### src/rtl/spi_dev_lcdpalrd.sv
// rtl/spi_dev_lcdpalrd.sv - SPI palette RAM readback device; macro SPI_DEV_LCDPALRD_PREFETCH_EN selects the two-entry prefetch build
module spi_dev_lcdpalrd #(
    parameter logic [7:0] CMD_BYTE = 8'he6
) (
    input  logic        clk,
    input  logic        rst_n,
    input  logic [7:0]  pw_wdata,
    input  logic        pw_wcmd,
    input  logic        pw_wstb,
    output logic [7:0]  pw_rdata,
    input  logic        pw_rstb,
    input  logic        pw_end,
    output logic [7:0]  pal_raddr,
    output logic        pal_ren,
    input  logic        pal_rgnt,
    input  logic [15:0] pal_rdata
);

`ifdef SPI_DEV_LCDPALRD_PREFETCH_EN
    localparam int DEPTH = 2;
`else
    localparam int DEPTH = 1;
`endif

    typedef enum logic [1:0] {
        ST_IDLE = 2'd0,
        ST_IDX  = 2'd1,
        ST_RUN  = 2'd2
    } state_e;

    state_e      state_q, state_d;
    logic [7:0]  idx_q, idx_d;           // next palette index to request, doubles as pal_raddr
    logic        ren_q, ren_d;
    logic        inflight_q, inflight_d; // a granted entry returns on pal_rdata this cycle
    logic        bsel_q, bsel_d;
    logic [1:0]  cnt_q, cnt_d;           // valid entries, ent_q[0] is the head
    logic [2:0]  drop_q, drop_d;         // future arrivals already retired by underflow reads
    logic [15:0] ent_q [DEPTH];
    logic [15:0] ent_d [DEPTH];
    logic        grant;

    assign grant     = ren_q & pal_rgnt;
    assign pal_ren   = ren_q;
    assign pal_raddr = idx_q;

    // Read byte: head entry split by bsel; zero when idle or underflowing so devices can be OR-ed
    assign pw_rdata = (state_q == ST_RUN && cnt_q != 2'd0)
                    ? (bsel_q ? ent_q[0][7:0] : ent_q[0][15:8])
                    : 8'h00;

    // Next-state: fetch grant, byte retire, data return, refetch, then command/end overrides
    always_comb begin
        state_d    = state_q;
        idx_d      = idx_q;
        ren_d      = ren_q;
        inflight_d = 1'b0;
        bsel_d     = bsel_q;
        cnt_d      = cnt_q;
        drop_d     = drop_q;
        ent_d      = ent_q;

        if (grant) begin
            idx_d      = idx_q + 8'd1;
            ren_d      = 1'b0;
            inflight_d = 1'b1;
        end

        // Retire happens before the returning data is stored so a freed slot can be refilled at once
        if (state_q == ST_RUN && pw_rstb) begin
            bsel_d = ~bsel_q;
            if (bsel_q) begin
                if (cnt_q != 2'd0) begin
                    for (int i = 0; i < DEPTH - 1; i++) begin
                        ent_d[i] = ent_q[i + 1];
                    end
                    cnt_d = cnt_q - 2'd1;
                end else if (drop_q != 3'd7) begin
                    drop_d = drop_q + 3'd1;
                end
            end
        end

        if (inflight_q) begin
            if (drop_d != 3'd0) begin
                drop_d = drop_d - 3'd1;
            end else begin
                for (int i = 0; i < DEPTH; i++) begin
                    if (2'(i) == cnt_d) begin
                        ent_d[i] = pal_rdata;
                    end
                end
                cnt_d = cnt_d + 2'd1;
            end
        end

        // Keep live entries (buffered plus in flight, minus those already retired) at the buffer depth
        if (state_q == ST_RUN && !ren_d &&
            ({2'b00, cnt_d} + {3'b000, inflight_d} < 4'(DEPTH) + {1'b0, drop_d})) begin
            ren_d = 1'b1;
        end

        if (pw_end) begin
            state_d    = ST_IDLE;
            ren_d      = 1'b0;
            inflight_d = 1'b0;
            bsel_d     = 1'b0;
            cnt_d      = 2'd0;
            drop_d     = 3'd0;
        end else if (pw_wstb) begin
            if (pw_wcmd) begin
                state_d    = (pw_wdata == CMD_BYTE) ? ST_IDX : ST_IDLE;
                ren_d      = 1'b0;
                inflight_d = 1'b0;
                bsel_d     = 1'b0;
                cnt_d      = 2'd0;
                drop_d     = 3'd0;
            end else if (state_q == ST_IDX) begin
                state_d = ST_RUN;
                idx_d   = pw_wdata;
                ren_d   = 1'b1;
            end
        end
    end

    // State and datapath registers with asynchronous clear
    always_ff @(posedge clk or negedge rst_n) begin
        if (!rst_n) begin
            state_q    <= ST_IDLE;
            idx_q      <= 8'h00;
            ren_q      <= 1'b0;
            inflight_q <= 1'b0;
            bsel_q     <= 1'b0;
            cnt_q      <= 2'd0;
            drop_q     <= 3'd0;
            for (int i = 0; i < DEPTH; i++) begin
                ent_q[i] <= 16'h0000;
            end
        end else begin
            state_q    <= state_d;
            idx_q      <= idx_d;
            ren_q      <= ren_d;
            inflight_q <= inflight_d;
            bsel_q     <= bsel_d;
            cnt_q      <= cnt_d;
            drop_q     <= drop_d;
            for (int i = 0; i < DEPTH; i++) begin
                ent_q[i] <= ent_d[i];
            end
        end
    end

endmodule

### config.mk
export PLATFORM = sky130hd
export DESIGN_NAME = spi_dev_lcdpalrd
export DESIGN_NICKNAME = d
export VERILOG_FILES = /design/src/rtl/spi_dev_lcdpalrd.sv
export SDC_FILE = /design/constraint.sdc
export NUM_CORES = 1
export LEC_CHECK = 0
export ABC_CLOCK_PERIOD_IN_PS = 4800
export BUFFER_PORTS_ARGS = -buffer_cell sky130_fd_sc_hd__buf_2
export CORE_AREA = 4 4 66 68
export DETAILED_ROUTE_END_ITERATION = 8
export DIE_AREA = 0 0 70 72
export HOLD_SLACK_MARGIN = 0.1
export PLACE_DENSITY = 0.86
export SYNTH_ARGS = -nofsm -noshare
export SYNTH_HDL_FRONTEND = slang
export SYNTH_SLANG_ARGS = --single-unit
### constraint.sdc
create_clock -name clk -period 4.8 [get_ports clk]
set_input_delay 0.72 -clock clk [delete_from_list [all_inputs] [get_ports clk]]
set_output_delay 0.72 -clock clk [all_outputs]
set_load 0.02 [all_outputs]
# ---- After elaboration in Yosys (flattened, before gate mapping)
# Cells that the tools add are included.
dict set report classes {
  n_bitwise 3
  div 0
  n_lt_le_gt_ge 1
  n_mux 43
  n_eq_ne 4
  n_reduce_logical 12
  shift 0
  multipliers 0
  add_sub_neg 7
}
# op n
set ops {}
lappend ops {{$mux 8} 7}
lappend ops {{$mux 3} 9}
lappend ops {{$mux 2} 12}
lappend ops {{$mux 1} 15}
lappend ops {{$add 8x1->8 const B} 1}
lappend ops {{$eq 8x8->1 const B} 1}
lappend ops {{$reduce_bool 3->1} 2}
lappend ops {{$add 1x3->4 const A} 1}
lappend ops {{$logic_and 1x1->1} 4}
lappend ops {{$lt 3x4->1} 1}
lappend ops {{$reduce_bool 2->1} 2}
lappend ops {{$add 2x1->3} 1}
lappend ops {{$add 3x1->3 const B} 1}
lappend ops {{$ne 3x3->1 const B} 1}
lappend ops {{$reduce_and 3->1} 1}
lappend ops {{$sub 3x1->3 const B} 1}
lappend ops {{$add 2x1->2 const B} 1}
lappend ops {{$eq 2x1->1 const B} 1}
lappend ops {{$eq 2x2->1 const B} 1}
lappend ops {{$logic_not 2->1} 1}
lappend ops {{$not 1->1} 2}
lappend ops {{$reduce_and 2->1} 1}
lappend ops {{$sub 2x1->2 const B} 1}
lappend ops {{$and 1x1->1} 1}
lappend ops {{$logic_not 1->1} 1}
dict set report word_totals {
  latch_bits 0
  romBits 0
  ram_bits 0
  mem_count 0
  register_bits 34
}

# ---- Logic depth before layout (Yosys ltp)
dict set report depth {
  depth_word 16
  depth_mapped 16
  mapped_depth_nobuf 16
}

# ---- Least setup slack after synthesis
# No wires, ideal clock.
dict set report synth_path {
  path_kind {input -> register}
  startpoint {input pw_rstb}
  endpoint {register ren_q, in the netlist pal_ren}
  slack_ns 1.353
  stages 15
  required_ns 4.676
  setup_ns 0.124
  arrival_time_ns 3.323
  path_cell_list {and4b_4 > nand2_1 > xor2_1 > ha_1 > ha_1 > nor2b_1 > xnor2_2 > xnor2_2 > inv_1 > ha_1 > xor2_1 > ha_1 > o21a_1 > o221ai_1 > o31a_1}
}
dict set report synth_between {
  elab_chain_cells 13
  word_cells_on_any_way 19
  classes_between {add/sub (4); order compare (1); mux (11); reduce/logical (3)}
}
# item line
set synth_rtl {}
lappend synth_rtl {{from (decl)} 11} ;# input logic pw_rstb,
lappend synth_rtl {{$logic_and 1x1->1 *} 69} ;# if (state_q == ST_RUN && pw_rstb) begin
lappend synth_rtl {{$mux 3 / $mux 2 (equally long branches)} 69}
lappend synth_rtl {{$sub 3x1->3, or another cell as far along} 85} ;# drop_d = drop_d - 3'd1;
lappend synth_rtl {{$mux 3 / $mux 2 (equally long branches)} 84} ;# if (drop_d != 3'd0) begin
lappend synth_rtl {{$mux 3 / $mux 2 (equally long branches)} 83} ;# if (inflight_q) begin
lappend synth_rtl {{$add 1x3->4 / $add 2x1->3 (equally long branches)} 98} ;# ({2'b00, cnt_d} + {3'b000, inflight_d} < 4'(DEPTH) + {1'b0, drop_d})) begin
lappend synth_rtl {{$lt 3x4->1 *} 98}
lappend synth_rtl {{$logic_and 1x1->1 *} 97} ;# if (state_q == ST_RUN && !ren_d &&
lappend synth_rtl {{$mux 1 *} 97}
lappend synth_rtl {{$mux 1} 117} ;# end else if (state_q == ST_IDX) begin
lappend synth_rtl {{$mux 1} 110} ;# if (pw_wcmd) begin
lappend synth_rtl {{$mux 1 *} 109} ;# end else if (pw_wstb) begin
lappend synth_rtl {{$mux 1 *} 102} ;# if (pw_end) begin
lappend synth_rtl {{via ren_d} 33} ;# logic ren_q, ren_d;
lappend synth_rtl {{to (signal assigned)} 141} ;# ren_q <= ren_d;
lappend synth_rtl {{to (decl)} 33}
# The timed path passes the listed nets; every way through them passes the cells marked *.
# A chain may end at the register's enable or synchronous reset.

# ---- Worst setup path in the final report
dict set report layout_path {
  startpoint {register drop_q[0]}
  endpoint {register ren_q, in the netlist pal_ren}
}
dict set report layout_between {
  elab_chain_cells 16
  word_cells_on_any_way 21
  classes_between {add/sub (4); order compare (1); eq/ne (1); mux (13); reduce/logical (2)}
}
# item line
set layout_rtl {}
lappend layout_rtl {{from (decl)} 37} ;# logic [2:0] drop_q, drop_d;
lappend layout_rtl {{from (signal assigned)} 145} ;# drop_q <= drop_d;
lappend layout_rtl {{$add 3x1->3 / $ne 3x3->1 (equally long branches)} {78, 77}}
lappend layout_rtl {{$mux 3} 77} ;# end else if (drop_q != 3'd7) begin
lappend layout_rtl {{$mux 3} 72} ;# if (cnt_q != 2'd0) begin
lappend layout_rtl {{$mux 3} 71} ;# if (bsel_q) begin
lappend layout_rtl {{$mux 3 *} 69}
lappend layout_rtl {{$sub 3x1->3 / $reduce_bool 3->1 (equally long branches)} {85, 84}}
lappend layout_rtl {{$mux 3 / $mux 2 (equally long branches)} 84}
lappend layout_rtl {{$mux 3 / $mux 2 (equally long branches)} 83}
lappend layout_rtl {{$add 1x3->4 / $add 2x1->3 (equally long branches)} 98}
lappend layout_rtl {{$lt 3x4->1 *} 98}
lappend layout_rtl {{$logic_and 1x1->1 *} 97}
lappend layout_rtl {{$mux 1 *} 97}
lappend layout_rtl {{$mux 1} 117}
lappend layout_rtl {{$mux 1} 110}
lappend layout_rtl {{$mux 1 *} 109}
lappend layout_rtl {{$mux 1 *} 102}
lappend layout_rtl {{via ren_d} 33}
# Marks and branches as above.

==> impl_metrics.yaml <==
run_status:
  status: "completed"
global_route:
  grt_pass1_vias: 1443
  overflow: 0
  grt_use_total: 0.1487
  antenna_found_initial: 0
  grt_max_degree: 35
  grt_pass1_wl_um: 6141
clock_network:
  clockBufferDepth: 2
  root_buffer: "clkbuf_8"
  postCtsResizedCells: 0
  cts_tree: "yes"
  cts_buffers: 5
  clock_latency_ns: 0.28
  ctsHoldBuffers: 0
  cts_sinks: 34
  post_cts_buffers: 0
  clkTransAtPathRegs_ns: 0.07
  htree_levels: 2
synth:
  synth_mux_area_frac: 0.1497
  synth_top_family_by_area: "multiplexers"
  ys_seq_elements: 34
  synth_ff_type: "dfrtp_1"
  synth-simple-area-share: 0.1478
  synth_edf_count: 0
  syn_avg_cell_area_um2: 10.99
  synth_top_area_frac: 0.4351
  synthAdderAreaFrac: 0.07678
  synthXorXnorAreaFrac: 0.06590
  synth_compound_gate_area_share: 0.09469
  synth_cell_types: 45
  syn_nets: 221
  ys_seq_area_frac: 0.4351
  syn_inst: 178
  synth.yosys.warnings: 0
  syn_area_um2: 1956
  yosys.area.top_type: "dfrtp_1"
  synth-async-reset-ratio: 1.000
  synthTopCellsByArea: "dfrtp_1 (44%), mux2_2 (9.2%), ha_1 (7.7%)"
cells_and_area:
  final_cell_area_um2: 2303
  layout_common_cells: "buf_2 (47), dfrtp_1 (34), nor2_1 (21), mux2_2 (16), ha_1 (12)"
  drive_gt1_frac: 0.3656
  stdcell_count: 277
  final_common_cell: "buf_2"
  fillers: 320
  fin_nets: 270
  multiInputGateArea_um2: 1046
  syn_to_final_growth_pct: 17.79
  register_area_um2: 850.8
  antenna_cells: 0
worst_setup_path:
  crit_chain: "ha_1, a211oi_2, nand2_1, xor2_1, ha_1, ha_1, nor2b_1, xnor2_2, xnor2_2, inv_1, ha_1, xor2_1, ha_1, o21a_1, o221ai_1, o31a_1"
  slowest_delay_ns: 0.45
  rrSetupSlack_ns: 1.14
  r2r-end: "pal_ren$_DFF_PN0_"
  endpoint_kind: "flip-flop"
  critPathLaunch: "drop_q[0]$_DFF_PN0_"
  path_class: "reg2reg"
  worstSetupEndpoint: "pal_ren$_DFF_PN0_"
  crit_slowest_cell: "dfrtp_1"
  worst-path-buf-inv: 1
  worstPathArrival_ns: 3.83
  reg2reg_depth: 16
  required_ns: 4.97
  cp_common_cell: "ha_1"
  cp_max_fo: 4
  r2r-start: "drop_q[0]$_DFF_PN0_"
  critPathLaunchType: "flip-flop"
  critical_path.top_delay_family: "adder cells"
  crit_cells: 16
floorplan:
  boundaryPins: 48
  core_um2: 3856
  start_util: 0.5071
  die_w_um: 70
  die_h_um: 72
  rows: 23
  die_area_um2: 5040
sta:
  max_clock_freq_mhz: 273.3
  hold_ws_ns: 0.4965
  worst_pin_slew_ns: 0.7632
  maxSlewHeadroom: 0.4898
  min_period_ns: 3.659
  rsz0062_at_grt: "no"
  timing.final.crit_share: 0.7624
  setup_tns_ns: 0
  hold_violations: 0
  fin_skew_ns: 0.004776
  final-setup-viol-count: 0
  slew_viol_final: 0
drt:
  drc_errors: 0
  routed_wl_um: 3664
  dr_total_vias: 1444
  dr.pass1.iters: 4
  wl_per_cell_um: 13.23
  viasPerCell: 5.213
  drtIter0Drc: 69
  final_antenna_net_count: 0
pwr:
  finalPower_mw: 0.5300
  leakage_nw: 1.144
  power_density_nw_per_um2: 230.1
  ir_worst_vdd_v: 0.0001871
job:
  drv_cap: 0
placement:
  post_dp_cell_area_um2: 2225
  gp_congestion: 0.7864
  io_buffers: 47
  dp.final_hpwl_um: 2834
  place_inst: 270
min_path:
  hold_path.class: "in2async"
-- layout make-up --
class / instances / share of cell area
Clock buffer: 5 / 0.02988
Inverter: 8 / 0.01304
Sequential cell: 34 / 0.3694
Clock inverter: 2 / 0.004345
Multi-Input combinational cell: 131 / 0.4541
Timing Repair Buffer: 47 / 0.1021
Tap cell: 50 / 0.02716
-- stage by stage --
stage	util	worst slack [ns]
after floorplan	-	1.353
after global placement	0.5769	1.157
after detailed placement	0.5769	1.075
after CTS	0.5973	1.118
after global routing	0.5973	0.8842
final	0.5973	1.141
-- where the power goes --
group | switching [mW] | leakage, nW | total, mW | internal (mW)
combinational | 0.0177 | 0.633 | 0.0360 | 0.0183
sequential | 0.00487 | 0.467 | 0.300 | 0.295
clock | 0.0972 | 0.0438 | 0.194 | 0.0972
-- worst min path at each step --
stage,from,end,slack [ns],cells after the start
6_report,rst_n,pal_raddr[4]$_DFF_PN0_,0.50,1
5_1_grt,ent_q[3]$_DFFE_PN0P_,ent_q[3]$_DFFE_PN0P_,0.53,1
3_3_place_gp,ent_q[12]$_DFFE_PN0P_,ent_q[12]$_DFFE_PN0P_,0.49,1
3_5_place_dp,ent_q[8]$_DFFE_PN0P_,ent_q[8]$_DFFE_PN0P_,0.49,1
4_1_cts,ent_q[8]$_DFFE_PN0P_,ent_q[8]$_DFFE_PN0P_,0.51,1
2_1_floorplan,rst_n,bsel_q$_DFF_PN0_,0.42,0
-- per-layer routing --
layer  share of wire  wire length (µm)  global-route usage
met1            0.44              1620              0.1978
met5               0                 0                   0
met3           0.052               192             0.03047
met4               0                 0             0.02553
met2            0.51              1851              0.2571
-- kinds of logic (layout without fill, tap and decap cells) --
family,count (synthesis),in the layout
mux,26,26
fa+ha+maj,12,12
simple gates,53,53
xor+xnor,13,13
flops,34,34
buf+inv,13,62
compound gates,27,27
-- flip-flops by register name (all words and copies together), names as in the netlist --
register	cells
cnt_q	2
bsel_q	1
pal_raddr	8
ent_q	16
drop_q	3
state_q	2
inflight_q	1
pal_ren	1
-- synthesized netlist by cell type, types with 2 or more instances --
| cell type | n |
|---|---|
| a21oi_1 | 11 |
| and2_1 | 2 |
| and3_1 | 2 |
| buf_2 | 2 |
| buf_4 | 2 |
| dfrtp_1 | 34 |
| ha_1 | 12 |
| inv_1 | 8 |
| mux2_2 | 16 |
| mux2i_1 | 9 |
| nand2_1 | 7 |
| nand3_1 | 4 |
| nor2_1 | 21 |
| nor2b_1 | 3 |
| nor3b_1 | 2 |
| o21ai_0 | 3 |
| o21ai_1 | 2 |
| xnor2_1 | 2 |
| xnor2_2 | 2 |
| xor2_1 | 9 |
Power figures use the tool's default switching activity.
